**src/rtl/sdram_pkg.sv**
```systemverilog
// Shared types and constants for the SDRAM controller command path.
// State encoding, pin command codes and default bus widths.
package sdram_pkg;

   localparam int unsigned CMD_W  = 4;
   localparam int unsigned ADDR_W = 12;
   localparam int unsigned BA_W   = 2;
   localparam int unsigned DQ_W   = 16;

   // {cs_n, ras_n, cas_n, we_n}
   localparam logic [3:0] CMD_NOP         = 4'b0111;
   localparam logic [3:0] CMD_PRECHARGE   = 4'b0010;
   localparam logic [3:0] CMD_AUTOREFRESH = 4'b0001;

   typedef enum logic [2:0] {
      ST_INIT,
      ST_IDLE,
      ST_AREF,
      ST_WRITE,
      ST_READ
   } arb_state_t;

endpackage

```
**src/rtl/sdram_cmd_reg.sv**
```systemverilog
// Registered SDRAM pin stage: command, bank, address, write data and drive enable.
// Reset forces the command pins high (deselect) and clears everything else.
module sdram_cmd_reg #(
   parameter int unsigned CMD_W  = 4,
   parameter int unsigned ADDR_W = 12,
   parameter int unsigned BA_W   = 2,
   parameter int unsigned DQ_W   = 16
) (
   input  logic              clk,
   input  logic              rst,
   input  logic [CMD_W-1:0]  cmd_d,
   input  logic [BA_W-1:0]   ba_d,
   input  logic [ADDR_W-1:0] addr_d,
   input  logic [DQ_W-1:0]   dq_d,
   input  logic              oe_d,
   output logic [CMD_W-1:0]  cmd_q,
   output logic [BA_W-1:0]   ba_q,
   output logic [ADDR_W-1:0] addr_q,
   output logic [DQ_W-1:0]   dq_q,
   output logic              oe_q
);

   always_ff @(posedge clk or posedge rst) begin
      if (rst) begin
         cmd_q  <= '1;
         ba_q   <= '0;
         addr_q <= '0;
         dq_q   <= '0;
         oe_q   <= 1'b0;
      end else begin
         cmd_q  <= cmd_d;
         ba_q   <= ba_d;
         addr_q <= addr_d;
         dq_q   <= dq_d;
         oe_q   <= oe_d;
      end
   end

endmodule

```
**src/rtl/sdram_arbit.sv**
```systemverilog
// Central SDRAM command arbiter: init first, then fixed priority refresh > write > read,
// holding each grant until the owner's end flag and registering the selected bus to the pins.
module sdram_arbit #(
   parameter int unsigned CMD_W  = sdram_pkg::CMD_W,
   parameter int unsigned ADDR_W = sdram_pkg::ADDR_W,
   parameter int unsigned BA_W   = sdram_pkg::BA_W,
   parameter int unsigned DQ_W   = sdram_pkg::DQ_W
) (
   input  logic              sys_clk,
   input  logic              sys_rst,
   input  logic [CMD_W-1:0]  init_cmd,
   input  logic [BA_W-1:0]   init_ba,
   input  logic [ADDR_W-1:0] init_addr,
   input  logic              init_end_flag,
   input  logic              ref_req,
   output logic              ref_en,
   input  logic              ref_end_flag,
   input  logic [CMD_W-1:0]  ref_cmd,
   input  logic [ADDR_W-1:0] ref_addr,
   input  logic              wr_req,
   output logic              wr_en,
   input  logic              wr_end_flag,
   input  logic [CMD_W-1:0]  wr_cmd,
   input  logic [BA_W-1:0]   wr_ba,
   input  logic [ADDR_W-1:0] wr_addr,
   input  logic [DQ_W-1:0]   wr_dq,
   input  logic              wr_dq_oe,
   input  logic              rd_req,
   output logic              rd_en,
   input  logic              rd_end_flag,
   input  logic [CMD_W-1:0]  rd_cmd,
   input  logic [BA_W-1:0]   rd_ba,
   input  logic [ADDR_W-1:0] rd_addr,
   output logic              sdram_cs_n,
   output logic              sdram_ras_n,
   output logic              sdram_cas_n,
   output logic              sdram_we_n,
   output logic [BA_W-1:0]   sdram_ba,
   output logic [ADDR_W-1:0] sdram_addr,
   output logic [DQ_W-1:0]   sdram_dq_out,
   output logic              sdram_dq_oe
);

   import sdram_pkg::*;

   arb_state_t        state_q, state_d;
   logic [CMD_W-1:0]  cmd_d;
   logic [BA_W-1:0]   ba_d;
   logic [ADDR_W-1:0] addr_d;
   logic [DQ_W-1:0]   dq_d;
   logic              oe_d;
   logic [CMD_W-1:0]  pin_cmd;

   always_ff @(posedge sys_clk or posedge sys_rst) begin
      if (sys_rst) state_q <= ST_INIT;
      else         state_q <= state_d;
   end

   always_comb begin
      state_d = state_q;
      unique case (state_q)
         ST_INIT: if (init_end_flag) state_d = ST_IDLE;
         ST_IDLE: begin
            if      (ref_req) state_d = ST_AREF;
            else if (wr_req)  state_d = ST_WRITE;
            else if (rd_req)  state_d = ST_READ;
         end
         ST_AREF:  if (ref_end_flag) state_d = ST_IDLE;
         ST_WRITE: if (wr_end_flag)  state_d = ST_IDLE;
         ST_READ:  if (rd_end_flag)  state_d = ST_IDLE;
         default:  state_d = ST_INIT;
      endcase
      // Loss of init completion outranks any end flag and aborts the current owner.
      if (state_q != ST_INIT && !init_end_flag) state_d = ST_INIT;
   end

   always_comb begin
      cmd_d  = CMD_W'(CMD_NOP);
      ba_d   = '0;
      addr_d = '0;
      dq_d   = '0;
      oe_d   = 1'b0;
      unique case (state_q)
         ST_INIT: begin
            cmd_d  = init_cmd;
            ba_d   = init_ba;
            addr_d = init_addr;
         end
         ST_AREF: begin
            cmd_d  = ref_cmd;
            addr_d = ref_addr;
         end
         ST_WRITE: begin
            cmd_d  = wr_cmd;
            ba_d   = wr_ba;
            addr_d = wr_addr;
            dq_d   = wr_dq;
            oe_d   = wr_dq_oe;
         end
         ST_READ: begin
            cmd_d  = rd_cmd;
            ba_d   = rd_ba;
            addr_d = rd_addr;
         end
         default: ;
      endcase
   end

   assign ref_en = (state_q == ST_AREF);
   assign wr_en  = (state_q == ST_WRITE);
   assign rd_en  = (state_q == ST_READ);

   sdram_cmd_reg #(
      .CMD_W  (CMD_W),
      .ADDR_W (ADDR_W),
      .BA_W   (BA_W),
      .DQ_W   (DQ_W)
   ) u_cmd_reg (
      .clk    (sys_clk),
      .rst    (sys_rst),
      .cmd_d  (cmd_d),
      .ba_d   (ba_d),
      .addr_d (addr_d),
      .dq_d   (dq_d),
      .oe_d   (oe_d),
      .cmd_q  (pin_cmd),
      .ba_q   (sdram_ba),
      .addr_q (sdram_addr),
      .dq_q   (sdram_dq_out),
      .oe_q   (sdram_dq_oe)
   );

   assign {sdram_cs_n, sdram_ras_n, sdram_cas_n, sdram_we_n} = pin_cmd;

endmodule

```
**config.mk**
```make
export PLATFORM = sky130hd
export DESIGN_NAME = sdram_arbit
export DESIGN_NICKNAME = d
export VERILOG_FILES = /design/src/rtl/sdram_pkg.sv /design/src/rtl/sdram_cmd_reg.sv /design/src/rtl/sdram_arbit.sv
export SDC_FILE = /design/constraint.sdc
export NUM_CORES = 1
export LEC_CHECK = 0
export CAP_MARGIN = 20
export CELL_PAD_IN_SITES_DETAIL_PLACEMENT = 1
export CELL_PAD_IN_SITES_GLOBAL_PLACEMENT = 1
export CORE_ASPECT_RATIO = 0.8
export CORE_UTILIZATION = 26
export DETAILED_ROUTE_END_ITERATION = 16
export PLACE_DENSITY_LB_ADDON = 0.1
export SETUP_SLACK_MARGIN = 0.3
export SKIP_CTS_REPAIR_TIMING = 1
export SLEW_MARGIN = 10
export SYNTH_ARGS = -nofsm -noshare
export SYNTH_HDL_FRONTEND = slang
export SYNTH_HIERARCHICAL = 1
export SYNTH_SLANG_ARGS = --single-unit
```
**constraint.sdc**
```tcl
create_clock -name sys_clk -period 2.4 [get_ports sys_clk]
set_input_delay 0.48 -clock sys_clk [delete_from_list [all_inputs] [get_ports sys_clk]]
set_output_delay 0.48 -clock sys_clk [all_outputs]
set_load 0.02 [all_outputs]
```
==> impl_metrics.py, run 1 <==
metrics = {
    "place": {
        "post-dp-hpwl_um": 4800,
        "gp_congestion": 0.754,
        "post-place-ws_ns": 0.367,
        "io_buffers": 133,
        "post_dp_cell_area_um2": 3230,
    },
    "layout": {
        "diodes": 0,
        "nets": 406,
        "final_common_cell": "clkdlybuf4s50_1",
        "final_cell_mix": "clkdlybuf4s50_1, dfrtp_1, and3_1, nand2_1, a21oi_1",
        "area_growth_pct": 86.6,
        "fill_cells": 720,
        "drive_above_1_share_pct": 11.3,
        "stdcell_area_um2": 3380,
    },
    "global_route": {
        "grtUsageMet3_pct": 5.16,
        "globalRouteMet1Util_pct": 21.0,
        "grt_start_max_net_pins": 24,
        "grt-ovfl-total": 0,
        "top_usage_layer": "met2",
        "grt_pass1_wl_um": 9690,
        "antenna_found_initial": 0,
        "track_usage_pct": 17.3,
        "use_met2_pct": 29.7,
        "grt_pass1_vias": 1923,
    },
    "synthesis": {
        "synth.top_cell.area_share_pct": 47.0,
        "syn_area_per_cell_um2": 10.5,
        "synth.largest_area_cell": "dfrtp_1",
        "ys_seq_elements": 38,
        "yosysWarnings": 6,
        "ys_top_cells_by_area": "dfrtp_1, mux2i_1, and3_1, dfstp_2, a21oi_1",
        "syn_area_um2": 1810,
        "synth_nets": 268,
        "yosysSeqAreaShare_pct": 52.8,
        "synth.distinct_cells": 33,
        "synthCells": 172,
    },
    "critical_path": {
        "crit_type": "reg2out",
        "arrival_ns": 1.77,
        "crit_fanout": 5,
        "crit_path_end_kind": "primary output",
        "cp_slowest_cell": "clkdlybuf4s50_1",
        "critPathBufInv": 2,
        "critPathTopFamily": "buffers and inverters",
        "cp-start-kind": "flip-flop",
        "worstPathRequired_ns": 1.92,
        "crit_chain": "nor2b_2 -> nand2_4 -> inv_2 -> clkdlybuf4s50_1",
        "cpPeakStageDelay_ns": 0.63,
    },
    "sta": {
        "tightestPinTransition_ns": 0.482,
        "max_freq_mhz": 444,
        "slew_headroom_pct": 67.9,
        "fin_skew_ns": 0.00270,
        "period_minus_slack_ns": 2.25,
        "setup_slack_ns": 0.146,
        "finalSetupViolations": 0,
        "final_hold_viol_count": 0,
        "drv_slew": 0,
        "finalCritPeriodShare_pct": 93.9,
        "setup_tns_ns": 0,
        "rsz0062_at_grt": "true",
    },
    "route": {
        "drcViolationCount": 0,
        "viasPerCell": 4.48,
        "drt_wl_total_um": 6000,
        "dr.pass1.iters": 2,
        "ant_nets": 0,
        "drt-initial-drc-count": 18,
        "wl_per_cell_um": 15.2,
        "vias": 1771,
    },
    "min_path": {
        "hold_class": "in2async",
    },
    "cts": {
        "htreeDepth": 2,
        "numCtsBuffers": 5,
        "cts_num_sinks": 38,
        "cts_tree": "built",
        "clkLatencyLatePin_ns": 0.28,
        "cts-root-buf": "clkbuf_8",
        "clkSlewWorstSetupHoldPaths_ns": 0.08,
        "ctsLongestPathBuffers": 2,
    },
    "pwr": {
        "max-vdd-ir-drop_uv": 324,
        "p_per_area_nw_per_um2": 564,
        "p_leak_nw": 1.51,
    },
    "die": {
        "die_h_um": 76.7,
        "ios": 134,
        "start_util_pct": 27.6,
        "die_w_um": 95.3,
        "core_area_um2": 6570,
        "row_count": 26,
        "dieArea_um2": 7310,
    },
    "flow_run": {
        "cap_violations": 0,
    },
    "run_status": {
        "status": "complete, no violations",
    },
}
layout make-up:
| type | count | area [um2] | share of cell area (%) |
|---|---|---|---|
| Timing Repair Buffer | 144 | 1420 | 42.0 |
| Sequential cell | 38 | 957 | 28.3 |
| Multi-Input combinational cell | 116 | 743 | 22.0 |
| Tap cell | 84 | 105 | 3.11 |
| Clock buffer | 5 | 68.8 | 2.04 |
| Clock inverter | 3 | 68.8 | 2.04 |
| Inverter | 5 | 18.8 | 0.555 |
report_power, final:
| group | internal (W) | switching (W) |
|---|---|---|
| logic | 0.000312 | 0.000231 |
| registers | 0.000700 | 0.0000202 |
| clock network | 0.000416 | 0.000226 |
| total | 0.00143 | 0.000478 |
path summary, 6_finish.rpt:
| check | from | endpoint | slack (ns) | cells past startpoint |
|---|---|---|---|---|
| hold / removal | sys_rst | state_q[0] | 0.39 | 2 |
| hold reg to reg | state_q[2] | u_cmd_reg/cmd_q[0] | 0.73 | 3 |
| setup / recovery | state_q[0] | wr_en | 0.15 | 4 |
| setup reg to reg | state_q[1] | u_cmd_reg/addr_q[7] | 0.80 | 4 |
| max in group asynchronous | sys_rst | u_cmd_reg/cmd_q[2] | 1.52 | 3 |
| min in group sys_clk | wr_cmd[3] | u_cmd_reg/cmd_q[3] | 0.72 | 3 |
per-layer routing:
metal  wire [um]  share of wire (%)
met5           0                  0
met4          42               0.70
met3         414                6.9
met2        3050                 51
met1        2490                 41
flip-flops by register name (all words and copies together) (netlist names):
register and count:
u_cmd_reg/oe_q 1, u_cmd_reg/dq_q 16, u_cmd_reg/addr_q 12, u_cmd_reg/cmd_q 4, state_q 3, u_cmd_reg/ba_q 2
cell usage after synthesis (all sizes together):
cell    number
nand2b       3
nor2b        1
nand2       16
dfrtp       34
o22a         6
dfstp        4
a21oi       14
a221oi       1
nor2        14
o21a         1
and3        17
o32ai        1
mux2i       13
and2b        2
and2         2
a22o         2
nor3b        2
clkbuf       4
nor3         1
or2          1
o22ai        1
mux2         5
o21ai       13
inv          5
buf          9
kinds of logic (layout without fill, tap and decap cells):
family	after synthesis	count (layout)	share of synthesized area, %
DFF	38	38	52.8
muxes	18	18	10.3
AOI/OAI and AO/OA	39	39	13.1
and+or+nand+nor	59	59	17.5
buffers and inverters	18	157	6.35
per-stage QoR:
stage / hold WS, ns / utilization (%) / instances / power, W
2_1_floorplan: 0.234 / - / 172 / 0.000970
5_1_grt: 0.399 / 51.4 / 395 / 0.00201
3_3_place_gp: 0.690 / 49.2 / 387 / 0.00127
3_5_place_dp: 0.696 / 49.2 / 387 / 0.00128
4_1_cts: 0.386 / 51.3 / 395 / 0.00194
6_report: 0.390 / 51.4 / 395 / 0.00191
Note: power is estimated with default switching activity, not from simulation.
==> inputs of run 2 (changes only) <==
--- a/config.mk
+++ b/config.mk
@@ -12,6 +12,7 @@
 export CORE_UTILIZATION = 26
 export DETAILED_ROUTE_END_ITERATION = 16
 export PLACE_DENSITY_LB_ADDON = 0.1
+export RECOVER_POWER = 25
 export SETUP_SLACK_MARGIN = 0.3
 export SKIP_CTS_REPAIR_TIMING = 1
 export SLEW_MARGIN = 10
==> run 2 against run 1 <==
Worst setup slack barely moved. Non-clock buffer count unchanged. Via count did not move. Register-to-register slack hardly changed. Sequential cell count unchanged. Worst hold slack improved by 0.13 ns. Sequential power hardly changed. Die area unchanged. Clock skew about the same. Largest cell class unchanged. Highest routed layer unchanged.
==> impl_metrics.py, run 2 (same netlist as run 1, synthesis figures left out) <==
metrics = {
    "run_status": {
        "status": "complete, no violations",
    },
    "critical_path": {
        "critPathBufInv": 2,
        "crit_chain": "nor2b_2 -> nand2_4 -> inv_2 -> clkdlybuf4s50_1",
        "crit_type": "reg2out",
        "cpPeakStageDelay_ns": 0.63,
        "critPathTopFamily": "buffers and inverters",
        "cp_slowest_cell": "clkdlybuf4s50_1",
        "crit_fanout": 5,
        "cp-start-kind": "flip-flop",
        "crit_path_end_kind": "primary output",
        "worstPathRequired_ns": 1.92,
        "arrival_ns": 1.77,
    },
    "place": {
        "io_buffers": 133,
        "post-dp-hpwl_um": 4800,
        "post_dp_cell_area_um2": 3230,
        "place_inst": 387,
        "gp_congestion": 0.754,
    },
    "die": {
        "row_count": 26,
        "core_area_um2": 6570,
        "dieArea_um2": 7310,
        "die_w_um": 95.3,
        "die_h_um": 76.7,
        "ios": 134,
        "start_util_pct": 27.6,
    },
    "sta": {
        "tightestPinTransition_ns": 1.20,
        "drv_slew": 0,
        "period_minus_slack_ns": 2.25,
        "finalCritPeriodShare_pct": 93.9,
        "setup_tns_ns": 0,
        "fin_skew_ns": 0.00270,
        "finalSetupViolations": 0,
        "max_freq_mhz": 444,
        "final_hold_viol_count": 0,
        "slew_headroom_pct": 20.1,
        "rsz0062_at_grt": "true",
    },
    "layout": {
        "final_util_pct": 51.3,
        "stdcell_area_um2": 3370,
        "largest_register": "u_cmd_reg/dq_q",
        "instances_no_fill": 395,
        "reg_top3": "u_cmd_reg/dq_q x16, u_cmd_reg/addr_q x12, u_cmd_reg/cmd_q x4",
        "drive_above_1_share_pct": 10.6,
        "area_growth_pct": 86.2,
        "final_cell_mix": "clkdlybuf4s50_1, dfrtp_1, and3_1, nand2_1, a21oi_1",
        "final_common_cell": "clkdlybuf4s50_1",
        "largest_reg_flops": 16,
        "nets": 406,
        "diodes": 0,
    },
    "cts": {
        "ctsLongestPathBuffers": 2,
        "cts_num_sinks": 38,
        "cts-root-buf": "clkbuf_8",
        "htreeDepth": 2,
        "clkSlewWorstSetupHoldPaths_ns": 0.08,
        "clkLatencyLatePin_ns": 0.28,
        "cts_tree": "built",
        "numCtsBuffers": 5,
    },
    "global_route": {
        "grt_start_max_net_pins": 24,
        "antenna_found_initial": 0,
        "track_usage_pct": 17.3,
        "grt_pass1_vias": 1923,
        "grt-ovfl-total": 0,
        "grt_pass1_wl_um": 9690,
    },
    "pwr": {
        "p_per_area_nw_per_um2": 564,
        "max-vdd-ir-drop_uv": 324,
        "p_total_w": 0.00190,
        "p_leak_nw": 1.50,
    },
    "route": {
        "wl_per_cell_um": 15.2,
        "drt-initial-drc-count": 21,
        "drcViolationCount": 0,
        "vias": 1771,
        "drt_wl_total_um": 6000,
        "viasPerCell": 4.48,
        "ant_nets": 0,
        "dr.pass1.iters": 2,
    },
    "min_path": {
        "hold_class": "in2async",
    },
    "flow_run": {
        "cap_violations": 0,
    },
}
-- run 2: worst paths after layout --
check	startpoint	end	slack (ns)	depth (start not counted)
worst max-delay path	state_q[0]	wr_en	0.15	4
worst min register to register	state_q[2]	u_cmd_reg/cmd_q[0]	0.73	3
max in group asynchronous	sys_rst	u_cmd_reg/dq_q[10]	0.62	3
worst min-delay path	sys_rst	state_q[0]	0.52	2
min in group sys_clk	wr_cmd[3]	u_cmd_reg/cmd_q[3]	0.72	3
worst max register to register	state_q[1]	u_cmd_reg/addr_q[7]	0.80	4
-- run 2: area by class of cell --
class | instances | area, um2
fill | 721 | 3200
multi-input combinational | 116 | 743
inverter | 5 | 18.8
timing repair buffer | 144 | 1410
tap | 84 | 105
sequential | 38 | 957
clock inverter | 3 | 68.8
clock buffer | 5 | 68.8
-- run 2: through the flow --
step | hold slack (ns) | setup WS, ns
floorplan | 0.234 | 0.620
global placement | 0.690 | 0.432
detailed placement | 0.696 | 0.367
CTS | 0.386 | 0.0389
global route | 0.528 | 0.0558
finish | 0.521 | 0.146
-- run 2: layer usage --
| metal | track usage (%) | vias to the layer above | routed length, um |
|---|---|---|---|
| met2 | 29.7 | 68 | 3050 |
| met4 | 4.09 | 0 | 42 |
| met1 | 21.0 | 832 | 2490 |
| met5 | 0 | - | 0 |
| li1 | - | 869 | - |
| met3 | 5.16 | 2 | 414 |
-- run 2: worst reg2reg max path: stages, from the launching register on --
cell     delay (ns)
dfrtp_2        0.47
buf_4          0.23
and2b_1        0.52
a21oi_1        0.13
o21ai_0        0.16
-- run 2: where the power goes --
| group | switching (W) | internal [W] | leakage [nW] |
|---|---|---|---|
| registers | 0.0000202 | 0.000700 | 0.492 |
| clock network | 0.000226 | 0.000416 | 0.0683 |
| logic | 0.000231 | 0.000310 | 0.941 |
==> inputs of run 3 (changes only) <==
--- a/config.mk
+++ b/config.mk
@@ -5,7 +5,6 @@
 export SDC_FILE = /design/constraint.sdc
 export NUM_CORES = 1
 export LEC_CHECK = 0
-export CAP_MARGIN = 20
 export CELL_PAD_IN_SITES_DETAIL_PLACEMENT = 1
 export CELL_PAD_IN_SITES_GLOBAL_PLACEMENT = 1
 export CORE_ASPECT_RATIO = 0.8
==> results of run 3 <==
No change in the layout: final DEF, timing and power equal those of run 2.
